### config.mk
export PLATFORM = sky130hd
export DESIGN_NAME = serial_reg_loader
export DESIGN_NICKNAME = d
export VERILOG_FILES = /design/src/rtl/serial_reg_loader_pkg.sv /design/src/rtl/serial_reg_loader_reg_fifo.sv /design/src/rtl/serial_reg_loader.sv
export SDC_FILE = /design/constraint.sdc
export NUM_CORES = 1
export LEC_CHECK = 0
export CAP_MARGIN = 25
export CORE_UTILIZATION = 30
export DETAILED_ROUTE_END_ITERATION = 16
export GPL_ROUTABILITY_DRIVEN = 0
export PLACE_DENSITY_LB_ADDON = 0.15
export SYNTH_ARGS = -nofsm -noshare
export SYNTH_HDL_FRONTEND = slang
export SYNTH_SLANG_ARGS = --single-unit
### constraint.sdc
create_clock -name clk -period 6.35 [get_ports clk]
set_clock_uncertainty 0.2 [all_clocks]
set_input_delay 1.27 -clock clk [delete_from_list [all_inputs] [get_ports clk]]
set_output_delay 1.27 -clock clk [all_outputs]
set_load 0.05 [all_outputs]
### src/rtl/serial_reg_loader_pkg.sv
// Shared frame layout, output FSM encoding and register map for the serial register loader.
package serial_reg_loader_pkg;

  localparam int FRAME_W  = 8;
  localparam int ADDR_MSB = 7;
  localparam int ADDR_LSB = 5;
  localparam int DATA_MSB = 4;
  localparam int DATA_LSB = 0;
  localparam int ADDR_W   = ADDR_MSB - ADDR_LSB + 1;
  localparam int DATA_W   = DATA_MSB - DATA_LSB + 1;
  localparam int CNT_W    = $clog2(FRAME_W);

  typedef enum logic [1:0] {
    ST_IDLE   = 2'd0,
    ST_STROBE = 2'd1,
    ST_GAP    = 2'd2
  } out_state_t;

  // Register map of the downstream signal_generator.
  typedef enum logic [ADDR_W-1:0] {
    REG_PERIOD_A = 3'd0,
    REG_PERIOD_B = 3'd1,
    REG_PERIOD_C = 3'd2,
    REG_NOISE    = 3'd3,
    REG_VOLUME   = 3'd4,
    REG_ENABLE   = 3'd5,
    REG_VIB      = 3'd6
  } reg_addr_t;

  function automatic logic [ADDR_W-1:0] frame_addr(input logic [FRAME_W-1:0] f);
    return f[ADDR_MSB:ADDR_LSB];
  endfunction

  function automatic logic [DATA_W-1:0] frame_data(input logic [FRAME_W-1:0] f);
    return f[DATA_MSB:DATA_LSB];
  endfunction

endpackage

### src/rtl/serial_reg_loader_reg_fifo.sv
// Small synchronous FIFO holding received command frames until the output FSM replays them.
module reg_fifo #(
  parameter int WIDTH = 8,
  parameter int DEPTH = 4
) (
  input  logic             clk,
  input  logic             rst_n,
  input  logic             push,
  input  logic [WIDTH-1:0] wdata,
  input  logic             pop,
  output logic [WIDTH-1:0] rdata,
  output logic             full,
  output logic             empty
);

  localparam int AW = $clog2(DEPTH);

  logic [WIDTH-1:0] mem [DEPTH];
  logic [AW:0]      wr_ptr;
  logic [AW:0]      rd_ptr;
  logic             do_push;
  logic             do_pop;

  // Pointers carry one extra wrap bit so full and empty are distinguishable.
  assign empty   = (wr_ptr == rd_ptr);
  assign full    = (wr_ptr[AW] != rd_ptr[AW]) && (wr_ptr[AW-1:0] == rd_ptr[AW-1:0]);
  assign do_pop  = pop & ~empty;
  assign do_push = push & (~full | do_pop);
  assign rdata   = mem[rd_ptr[AW-1:0]];

  // NOTE: sequential state uses non-blocking assignments so every flop samples pre-edge values.
  always_ff @(posedge clk or negedge rst_n) begin
    if (!rst_n) begin
      wr_ptr <= '0;
      rd_ptr <= '0;
    end else begin
      if (do_push) wr_ptr <= wr_ptr + 1'b1;
      if (do_pop)  rd_ptr <= rd_ptr + 1'b1;
    end
  end

  // NOTE: storage is deliberately not reset; the pointers alone define which entries are valid.
  always_ff @(posedge clk) begin
    if (do_push) mem[wr_ptr[AW-1:0]] <= wdata;
  end

endmodule

### src/rtl/serial_reg_loader.sv
// 3-wire serial command receiver: synchronise, deserialise 8-bit frames, queue, and replay
// each frame as a spaced one-cycle register write strobe.
module serial_reg_loader
  import serial_reg_loader_pkg::*;
#(
  parameter int FIFO_DEPTH  = 4,
  parameter int SYNC_STAGES = 2,
  parameter int STROBE_GAP  = 2
) (
  input  logic              clk,
  input  logic              rst,
  input  logic              ser_clk,
  input  logic              ser_data,
  input  logic              ser_cs_n,
  output logic              write_strobe,
  output logic [ADDR_W-1:0] address,
  output logic [DATA_W-1:0] data,
  output logic              frame_err,
  output logic              overflow,
  output logic              fifo_full
);

  localparam int               GAP_W    = (STROBE_GAP > 1) ? $clog2(STROBE_GAP) : 1;
  localparam logic [GAP_W-1:0] GAP_LOAD = GAP_W'((STROBE_GAP > 0) ? STROBE_GAP - 1 : 0);
  localparam logic [CNT_W-1:0] LAST_BIT = CNT_W'(FRAME_W - 1);

  // ---------------- input synchronisers ----------------
  logic [SYNC_STAGES-1:0] sclk_s;
  logic [SYNC_STAGES-1:0] sdat_s;
  logic [SYNC_STAGES-1:0] scs_s;

  always_ff @(posedge clk or negedge rst) begin
    if (!rst) begin
      sclk_s <= '0;
      sdat_s <= '0;
      scs_s  <= '1;
    end else begin
      sclk_s <= {sclk_s[SYNC_STAGES-2:0], ser_clk};
      sdat_s <= {sdat_s[SYNC_STAGES-2:0], ser_data};
      scs_s  <= {scs_s[SYNC_STAGES-2:0], ser_cs_n};
    end
  end

  logic sclk_rise;
  logic cs_fall;
  logic cs_rise;
  logic cs_active;
  logic bit_in;
  logic shift_en;

  // Edges compare the last two stages; levels come from the final stage. Using the older cs_n
  // stage lets a bit edge coinciding with cs_n rising still complete its frame.
  assign sclk_rise = sclk_s[SYNC_STAGES-2] & ~sclk_s[SYNC_STAGES-1];
  assign cs_fall   = ~scs_s[SYNC_STAGES-2] & scs_s[SYNC_STAGES-1];
  assign cs_rise   = scs_s[SYNC_STAGES-2] & ~scs_s[SYNC_STAGES-1];
  assign cs_active = ~scs_s[SYNC_STAGES-1];
  assign bit_in    = sdat_s[SYNC_STAGES-1];
  assign shift_en  = sclk_rise & cs_active;

  // ---------------- deserialiser ----------------
  logic [FRAME_W-1:0] shreg;
  logic [CNT_W-1:0]   bit_cnt;
  logic               frame_done;
  logic [FRAME_W-1:0] frame_word;
  logic               partial_at_rise;

  assign frame_done      = shift_en && (bit_cnt == LAST_BIT);
  assign frame_word      = {shreg[FRAME_W-2:0], bit_in};
  assign partial_at_rise = cs_rise && !frame_done && (shift_en || (bit_cnt != '0));

  always_ff @(posedge clk or negedge rst) begin
    if (!rst) begin
      shreg     <= '0;
      bit_cnt   <= '0;
      frame_err <= 1'b0;
    end else begin
      frame_err <= partial_at_rise;
      if (cs_fall) begin
        shreg   <= '0;
        bit_cnt <= '0;
      end else if (cs_rise) begin
        shreg   <= frame_word;
        bit_cnt <= '0;
      end else if (shift_en) begin
        shreg   <= frame_word;
        bit_cnt <= bit_cnt + 1'b1;
      end
    end
  end

  // ---------------- frame queue ----------------
  logic [FRAME_W-1:0] fifo_rdata;
  logic               fifo_empty;
  logic               pop;

  reg_fifo #(
    .WIDTH (FRAME_W),
    .DEPTH (FIFO_DEPTH)
  ) u_fifo (
    .clk   (clk),
    .rst_n (rst),
    .push  (frame_done),
    .wdata (frame_word),
    .pop   (pop),
    .rdata (fifo_rdata),
    .full  (fifo_full),
    .empty (fifo_empty)
  );

  always_ff @(posedge clk or negedge rst) begin
    if (!rst) begin
      overflow <= 1'b0;
    end else if (frame_done && fifo_full && !pop) begin
      overflow <= 1'b1;
    end
  end

  // ---------------- output FSM ----------------
  out_state_t       state;
  logic [GAP_W-1:0] gap_cnt;
  logic             out_ready;

  // Pop on the last gap cycle so strobes are exactly 1+STROBE_GAP cycles apart under load.
  assign out_ready = (state == ST_IDLE) ||
                     ((state == ST_STROBE) && (STROBE_GAP == 0)) ||
                     ((state == ST_GAP) && (gap_cnt == '0));
  assign pop       = out_ready & ~fifo_empty;

  always_ff @(posedge clk or negedge rst) begin
    if (!rst) begin
      state        <= ST_IDLE;
      gap_cnt      <= '0;
      write_strobe <= 1'b0;
      address      <= '0;
      data         <= '0;
    end else begin
      write_strobe <= pop;
      if (pop) begin
        state   <= ST_STROBE;
        address <= frame_addr(fifo_rdata);
        data    <= frame_data(fifo_rdata);
      end else begin
        case (state)
          ST_STROBE: begin
            if (STROBE_GAP == 0) begin
              state <= ST_IDLE;
            end else begin
              state   <= ST_GAP;
              gap_cnt <= GAP_LOAD;
            end
          end
          ST_GAP: begin
            if (gap_cnt == '0) state <= ST_IDLE;
            else               gap_cnt <= gap_cnt - 1'b1;
          end
          default: state <= ST_IDLE;
        endcase
      end
    end
  end

endmodule
==> results of run 1 <==
-- layout make-up --
| cell class | instances | area (um2) | area share, % |
|---|---|---|---|
| sequential | 68 | 1864 | 55.76 |
| multi-input combinational | 94 | 912.1 | 27.28 |
| timing repair buffer | 17 | 162.7 | 4.865 |
| tap | 129 | 161.4 | 4.828 |
| clock buffer | 10 | 137.6 | 4.117 |
| clock inverter | 6 | 63.81 | 1.909 |
| inverter | 11 | 41.29 | 1.235 |
-- metal layers --
metal  track usage (%)  vias up  routed length (um)
li1                  -      685                   -
met1             15.00      718                2348
met2             16.29       19                2193
met3             2.741        6                 116
met4             5.430        0                  54
met5                 0        -                   0
-- power by group --
part	switching, mW	internal, mW	leakage [nW]	total [mW]
sequential	0.0784	0.533	0.737	0.611
combinational	0.259	0.238	0.523	0.497
clock	0.165	0.191	0.0983	0.356
-- synthesized netlist by cell type, drive strengths merged --
library cell,n
a21oi,2
and2,3
and3,1
buf,5
clkbuf,1
dfrtp,34
dfstp,2
edfxtp,32
ha,13
inv,11
mux2,11
mux2i,1
mux4,8
nand2,12
nand3,14
nand3b,8
nand4,1
nor2,4
nor2b,1
nor3,1
o21ai,2
o21bai,1
o31ai,1
o32ai,1
or3b,1
xnor2,3
xor2,5
-- kinds of logic (layout without fill, tap and decap cells) --
family / Yosys count / count (layout)
AND/OR/NAND/NOR: 46 / 46
flip-flops: 68 / 68
XOR/XNOR: 8 / 8
multiplexers: 20 / 20
buffers and inverters: 17 / 44
AO/OA/AOI/OAI: 7 / 7
adder cells (fa/ha/maj): 13 / 13
-- state kept, by name, summed over array words and instances, names as in the netlist, 3 cells and up --
signal / count
address: 3
u_fifo.wr_ptr: 3
shreg: 7
data: 5
u_fifo.rd_ptr: 3
u_fifo.mem: 32
bit_cnt: 3
-- final timing paths --
check,end,cells past startpoint,from
max,fifo_full,3,u_fifo.rd_ptr[0]$_DFFE_PN0P_
min,sdat_s[1]$_DFF_PN0_,0,sdat_s[0]$_DFF_PN0_
max reg2reg,state[1]$_DFFE_PN0P_,4,u_fifo.rd_ptr[0]$_DFFE_PN0P_
min reg2reg,sdat_s[1]$_DFF_PN0_,0,sdat_s[0]$_DFF_PN0_
max in group asynchronous,shreg[4]$_DFFE_PN0P_,1,rst
min in group asynchronous,overflow$_DFFE_PN0P_,1,rst
==> flow_metrics.tcl, run 1 <==
set metrics [dict create \
    yosys.area_share.simple_pct 8.996 \
    grt_first_pass_wirelength_um 8024 \
    post_cts_buffers 0 \
    clockRootBuffer "clkbuf_8" \
    die_area_mm2 0.009946 \
    leakage_nw 1.358 \
    worst_pin_slew_ps 849.9 \
    drc_errors 0 \
    synthesis.nets 197 \
    core_mm2 0.009240 \
    placed_area_mm2 0.003142 \
    dp_cells 319 \
    yosysSeqAreaShare_pct 65.07 \
    final_cell_mix "dfrtp_1 (34), edfxtp_1 (32), clkdlybuf4s50_1 (15)" \
    yosysWarnings 0 \
    synth.top_cells.by_area "edfxtp_1 (34%), dfrtp_1 (30%), mux4_2 (6.3%)" \
    fin_setup_tns_ps 0 \
    fp.dieH_um 99.73 \
    ys_seq_elements 68 \
    max-vdd-ir-drop_mv 0.1484 \
    fill_cells 888 \
    arrival_ps 2430 \
    status "completed" \
    synthCells 179 \
    synth_fa_ha_area_share_pct 5.677 \
    worst_setup_path_start_kind "register" \
    rsz0062_at_grt "false" \
    drv_cap 0 \
    critical_path_class "register to primary output" \
    ios 17 \
    synth_xor_area_share_pct 2.969 \
    viasPerCell 4.263 \
    area.growth.synth_to_final_pct 16.68 \
    htreeDepth 3 \
    portBuffers 16 \
    grt_pass1_vias 1500 \
    setup_ws_ps 2450 \
    worst_skew_pair.late_latency_ps 330 \
    first_pass_iters 4 \
    clock_sinks 68 \
    min_path_type "register to register" \
    max-clock-path-buffers 2 \
    grt_remaining_overflow 0 \
    crit_path_cell_trace "xor2_2 -> nor3_4 -> clkdlybuf4s50_1" \
    stdcell_count 335 \
    diodes 0 \
    synth_top_family_by_area "multiplexers" \
    fin_area_mm2 0.003343 \
    cp_num_buf_inv 1 \
    power_mw 1.465 \
    antenna_left 0 \
    dp_hpwl_um 3080 \
    yosys.area.top_type "edfxtp_1" \
    powerDensity_mw_per_mm2 438.1 \
    clkTransAtPathRegs_ps 70 \
    fin_util_pct 36.18 \
    netlist.area_leader.share_pct 33.54 \
    clock.fmax_mhz 256.4 \
    row_count 35 \
    drt_iter0_markers 45 \
    slew_viol_final 0 \
    vias 1428 \
    cts_made_buffers 9 \
    antenna_found_initial 0 \
    wl_per_cell_um 14.07 \
    rrSetupSlack_ps 3810 \
    max_stage_delay_ps 840 \
    cts_resized 0 \
    crit_family "buffers and inverters" \
    grt_start_max_net_pins 37 \
    dp_slack_ps 2758 \
    syn-cell-area_mm2 0.002865 \
    cp-end-kind "primary output" \
    grt_usage_pct 10.99 \
    period_share_pct 61.42 \
    cp_slowest_cell "clkdlybuf4s50_1" \
    avgSynthCellArea_um2 16.01 \
    setup-violations-final 0 \
    final_common_cell "dfrtp_1" \
    slew_headroom_pct 43.34 \
    synth_compound_area_share_pct 2.314 \
    holdBufCountCts 0 \
    hold_viol 0 \
    whs_ps 154.6 \
    wl_um 4712 \
    drive_gt1_share_pct 22.33 \
    num-nets-final 219 \
    start_util_pct 31.01 \
    fp.dieW_um 99.73 \
    period_needed_ps 3900 \
    synthDistinctLibCells 32 \
    muxShareOfSynthArea_pct 11.88 \
    critical_path_required_ps 4880 \
    tritoncts "yes" \
    crit_fanout 11 \
]
(Power assumes the default switching activity.)
==> run 2, diff against run 1 <==
clock period = 3.7 ns   (was 6.35 ns; I/O delays follow)
==> run 2 against run 1 <==
  * Register-to-register slack got worse by 2600 ps
  * Core utilization rose by 0.068 points
  * Final cell count rose by 0.30%
  * Power rose by 72%
  * Global-route usage barely moved
  * Setup slack got worse by 2000 ps
  * Flip-flop and latch count did not move
  * Combinational power rose by 81%
  * Sequential share of layout area fell by 0.10 points
  * Critical endpoint unchanged
  * Largest power group unchanged
==> flow_metrics.tcl, run 2 (synthesis gave the netlist of run 1 again) <==
set metrics [dict create \
    fin_setup_tns_ps 0 \
    fin_area_mm2 0.003349 \
    period_needed_ps 3291 \
    ff2ff_path_depth 4 \
    fp.dieW_um 99.73 \
    cts_resized 0 \
    cp-end-kind "primary output" \
    leakage_nw 1.361 \
    drive_gt1_share_pct 22.71 \
    fin_util_pct 36.25 \
    drv_cap 0 \
    die_area_mm2 0.009946 \
    start_util_pct 31.01 \
    area.growth.synth_to_final_pct 16.90 \
    post_cts_buffers 0 \
    wl_per_cell_um 14.08 \
    drc_errors 0 \
    critical_path_class "register to primary output" \
    critical_path_required_ps 2760 \
    htreeDepth 3 \
    rsz0062_at_grt "false" \
    dp_cells 320 \
    max-clock-path-buffers 2 \
    slew_viol_final 0 \
    viasPerCell 4.295 \
    row_count 35 \
    final_common_cell "dfrtp_1" \
    antenna_found_initial 0 \
    hold_viol 0 \
    wl_um 4731 \
    rrSetupSlack_ps 1200 \
    dp_slack_ps 730.7 \
    grt_first_pass_wirelength_um 8045 \
    crit_fanout 11 \
    grt_start_max_net_pins 37 \
    diodes 0 \
    max-vdd-ir-drop_mv 0.3269 \
    grt_remaining_overflow 0 \
    core_mm2 0.009240 \
    cts_made_buffers 9 \
    antenna_left 0 \
    fill_cells 896 \
    first_pass_iters 4 \
    num-nets-final 220 \
    grt_usage_pct 10.97 \
    portBuffers 16 \
    ios 17 \
    grt_pass1_vias 1501 \
    dp_hpwl_um 3077 \
    largest_reg_flops 32 \
    drt_iter0_markers 66 \
    clock.fmax_mhz 303.9 \
    placed_area_mm2 0.003149 \
    clock_sinks 68 \
    tritoncts "yes" \
    period_share_pct 88.95 \
    whs_path_depth 0 \
    powerDensity_mw_per_mm2 754.2 \
    arrival_ps 2350 \
    multi_input_area_um2 912.1 \
    setup_ws_ps 409.0 \
    clockRootBuffer "clkbuf_8" \
    register_area_mm2 0.001864 \
    holdBufCountCts 0 \
    slew_headroom_pct 40.94 \
    worst_setup_path_start_kind "register" \
    final_cell_mix "dfrtp_1 (34), edfxtp_1 (32), clkdlybuf4s50_1 (15)" \
    worst_skew_pair.late_latency_ps 340 \
    vias 1443 \
    clkTransAtPathRegs_ps 80 \
    status "completed" \
    setup-violations-final 0 \
    worst_pin_slew_ps 885.9 \
    fp.dieH_um 99.73 \
    min_path_type "register to register" \
    stdcell_count 336 \
]
[run 2: layer usage]
layer  wire [um]  share of wire (%)  global-route usage, %  vias up
met4          45               0.95                  2.715        0
li1            -                  -                      -      687
met3         170                3.6                  4.216        4
met2        2290                 48                  17.08       29
met5           0                  0                      0        -
met1        2225                 47                  14.40      723
[run 2: critical path: stages, from the launching register on]
cell	delay, ps
dfrtp_1	690
xor2_2	220
nor3_4	260
clkdlybuf4s50_1	840
[run 2: final timing paths]
check	startpoint	end
worst min-delay path	sdat_s[0]$_DFF_PN0_	sdat_s[1]$_DFF_PN0_
worst min register to register	sdat_s[0]$_DFF_PN0_	sdat_s[1]$_DFF_PN0_
worst max-delay path	u_fifo.rd_ptr[1]$_DFFE_PN0P_	fifo_full
worst max register to register	u_fifo.rd_ptr[1]$_DFFE_PN0P_	state[1]$_DFFE_PN0P_
max in group asynchronous	rst	u_fifo.wr_ptr[0]$_DFFE_PN0P_
min in group asynchronous	rst	address[1]$_DFFE_PN0P_
[run 2: cell type report]
type | instances | area share [%]
sequential | 68 | 55.66
clock inverter | 7 | 2.279
clock buffer | 9 | 3.698
timing repair buffer | 18 | 5.080
tap | 129 | 4.819
inverter | 11 | 1.233
multi-input combinational | 94 | 27.23
[run 2: report_power, final]
group	total (mW)	internal, mW	switching (mW)
sequential	1.02	0.915	0.107
clock	0.605	0.314	0.291
combinational	0.899	0.416	0.483
[run 2: metrics by stage]
step           hold slack (ps)  power, mW
2_1_floorplan            131.2      1.752
3_3_place_gp             137.9      1.945
3_5_place_dp             138.6      1.954
4_1_cts                  156.7      2.573
5_1_grt                  160.8      2.672
6_report                 153.5      2.526
==> patch (config.mk and constraints of run 2) <==
The output `frame_err` loses its register stage (`frame_err` becomes a continuous assignment).
--- a/src/rtl/serial_reg_loader.sv
+++ b/src/rtl/serial_reg_loader.sv
@@ -72,9 +72,7 @@
     if (!rst) begin
       shreg     <= '0;
       bit_cnt   <= '0;
-      frame_err <= 1'b0;
     end else begin
-      frame_err <= partial_at_rise;
       if (cs_fall) begin
         shreg   <= '0;
         bit_cnt <= '0;
@@ -87,6 +85,8 @@
       end
     end
   end
+
+  assign frame_err = partial_at_rise;
 
   // ---------------- frame queue ----------------
   logic [FRAME_W-1:0] fifo_rdata;
Formal check against the unedited RTL: not equivalent (a bounded check fails within 4 cycles, from zero or initial values and one cycle with rst low).
==> patch against run 2 <==
Cell area down 0.93%; sequential share of layout area shrank 0.23 points; worst hold slack better by 10 ps; worst setup slack got worse by 27 ps; first-iteration DRC count down 67%; sequential cell count down 1; maximum frequency shrank 0.81%; total power up 1.7%; wire length increased by 1.7%; core utilization is 0.17 points lower; area after synthesis down 0.87%; largest power group unchanged.
==> patch: results (changes against run 2) <==
metric	value	unit	change
status	finished, final reports clean		
portBuffers	16		unchanged
grt_pass1_wl	7950	µm	-1.2%
wl_met3	141	µm	-17%
nets	219		-0.45%
powerClk	0.000659	W	+8.9%
crit_start	sclk_s[0]$_DFF_PN0_		
rr_worst_depth	6		+2
ctsLongestPathBuffers	2		unchanged
grt_max_degree	36		-2.7%
critical-path-max-stage-delay	800	ps	-40 ps
met1_length	2190	µm	-1.4%
first_global_vias	1564		+4.2%
min_to	sdat_s[1]$_DFF_PN0_		
drive_above_1_share	22.3	%	-0.38 points
crit_family	simple AND/OR/NAND/NOR gates		
p_int	0.00171	W	+4.0%
use_met2	17.7	%	+0.60 points
via_per_inst	4.57		+6.4%
r2r-end	u_fifo.mem[0][2]$_DFFE_PP_		
drt_iter0_drc	22		-67%
hold_depth	0		unchanged
p_comb	0.000901	W	about the same
synth_top_cells_by_area	edfxtp_1, dfrtp_1, mux4_2		
detailed_place_hpwl	3270	µm	+6.3%
num_antenna_cells	0		unchanged
drt_wl_total	4810	µm	+1.7%
critical_path_arrival	2380	ps	+30 ps
cts_resized	0		unchanged
critPathCapture	frame_err		
p_leak	1.36	nW	+0.31%
wl_met2	2410	µm	+5.2%
synth.net_count	196		-0.51%
rr_startpoint	state[0]$_DFFE_PN0P_		
ir_worst_vdd	0.000203	V	-38%
grtUsageMet3	2.60	%	-1.6 points
yosysSeqAreaShare	64.8	%	-0.31 points
yosys-top-cells-count	dfrtp_1, edfxtp_1, ha_1, nand3_1, nand2_1		
yosysWarnings	0		unchanged
crit_path_max_fanout	10		-1
grt_use_met1	13.8	%	-0.64 points
grt_use_total	11.1	%	+0.094 points
tightest_slew	820	ps	-66.2 ps
r2r_slack	1240	ps	+40 ps
top_layer	met4		
synth_cell_type_count	32		unchanged
async_reset_ff_share	52.2	%	-0.70 points
-- patch: area by class of cell --
class                           instances  area [µm²]
Fill cell                             874        5880
Sequential cell                        67        1840
Multi-Input combinational cell         94         912
Timing Repair Buffer                   18         170
Tap cell                              111         139
Clock buffer                           10         138
Clock inverter                          6        78.8
Inverter                               11        41.3
-- patch: logic make-up after synthesis --
group,count (synthesis),synth area share (%)
AOI/OAI and AO/OA,7,2.34
xor gates and xnor gates,8,3.00
adders and majority gates,13,5.73
buffers and inverters,17,3.13
DFF,67,64.8
muxes,20,12.0
and+or+nand+nor,46,9.08
-- patch: per-stage QoR --
stage | setup slack, ps | power [W] | instances | hold WS (ps) | area [µm²]
after global routing | 231 | 0.00272 | 317 | 180 | 3320
after floorplan | 1260 | 0.00174 | 178 | 131 | 2840
final | 382 | 0.00257 | 317 | 164 | 3320
after CTS | 328 | 0.00261 | 317 | 167 | 3320
after detailed placement | 710 | 0.00195 | 301 | 150 | 3100
after global placement | 739 | 0.00193 | 301 | 140 | 3100
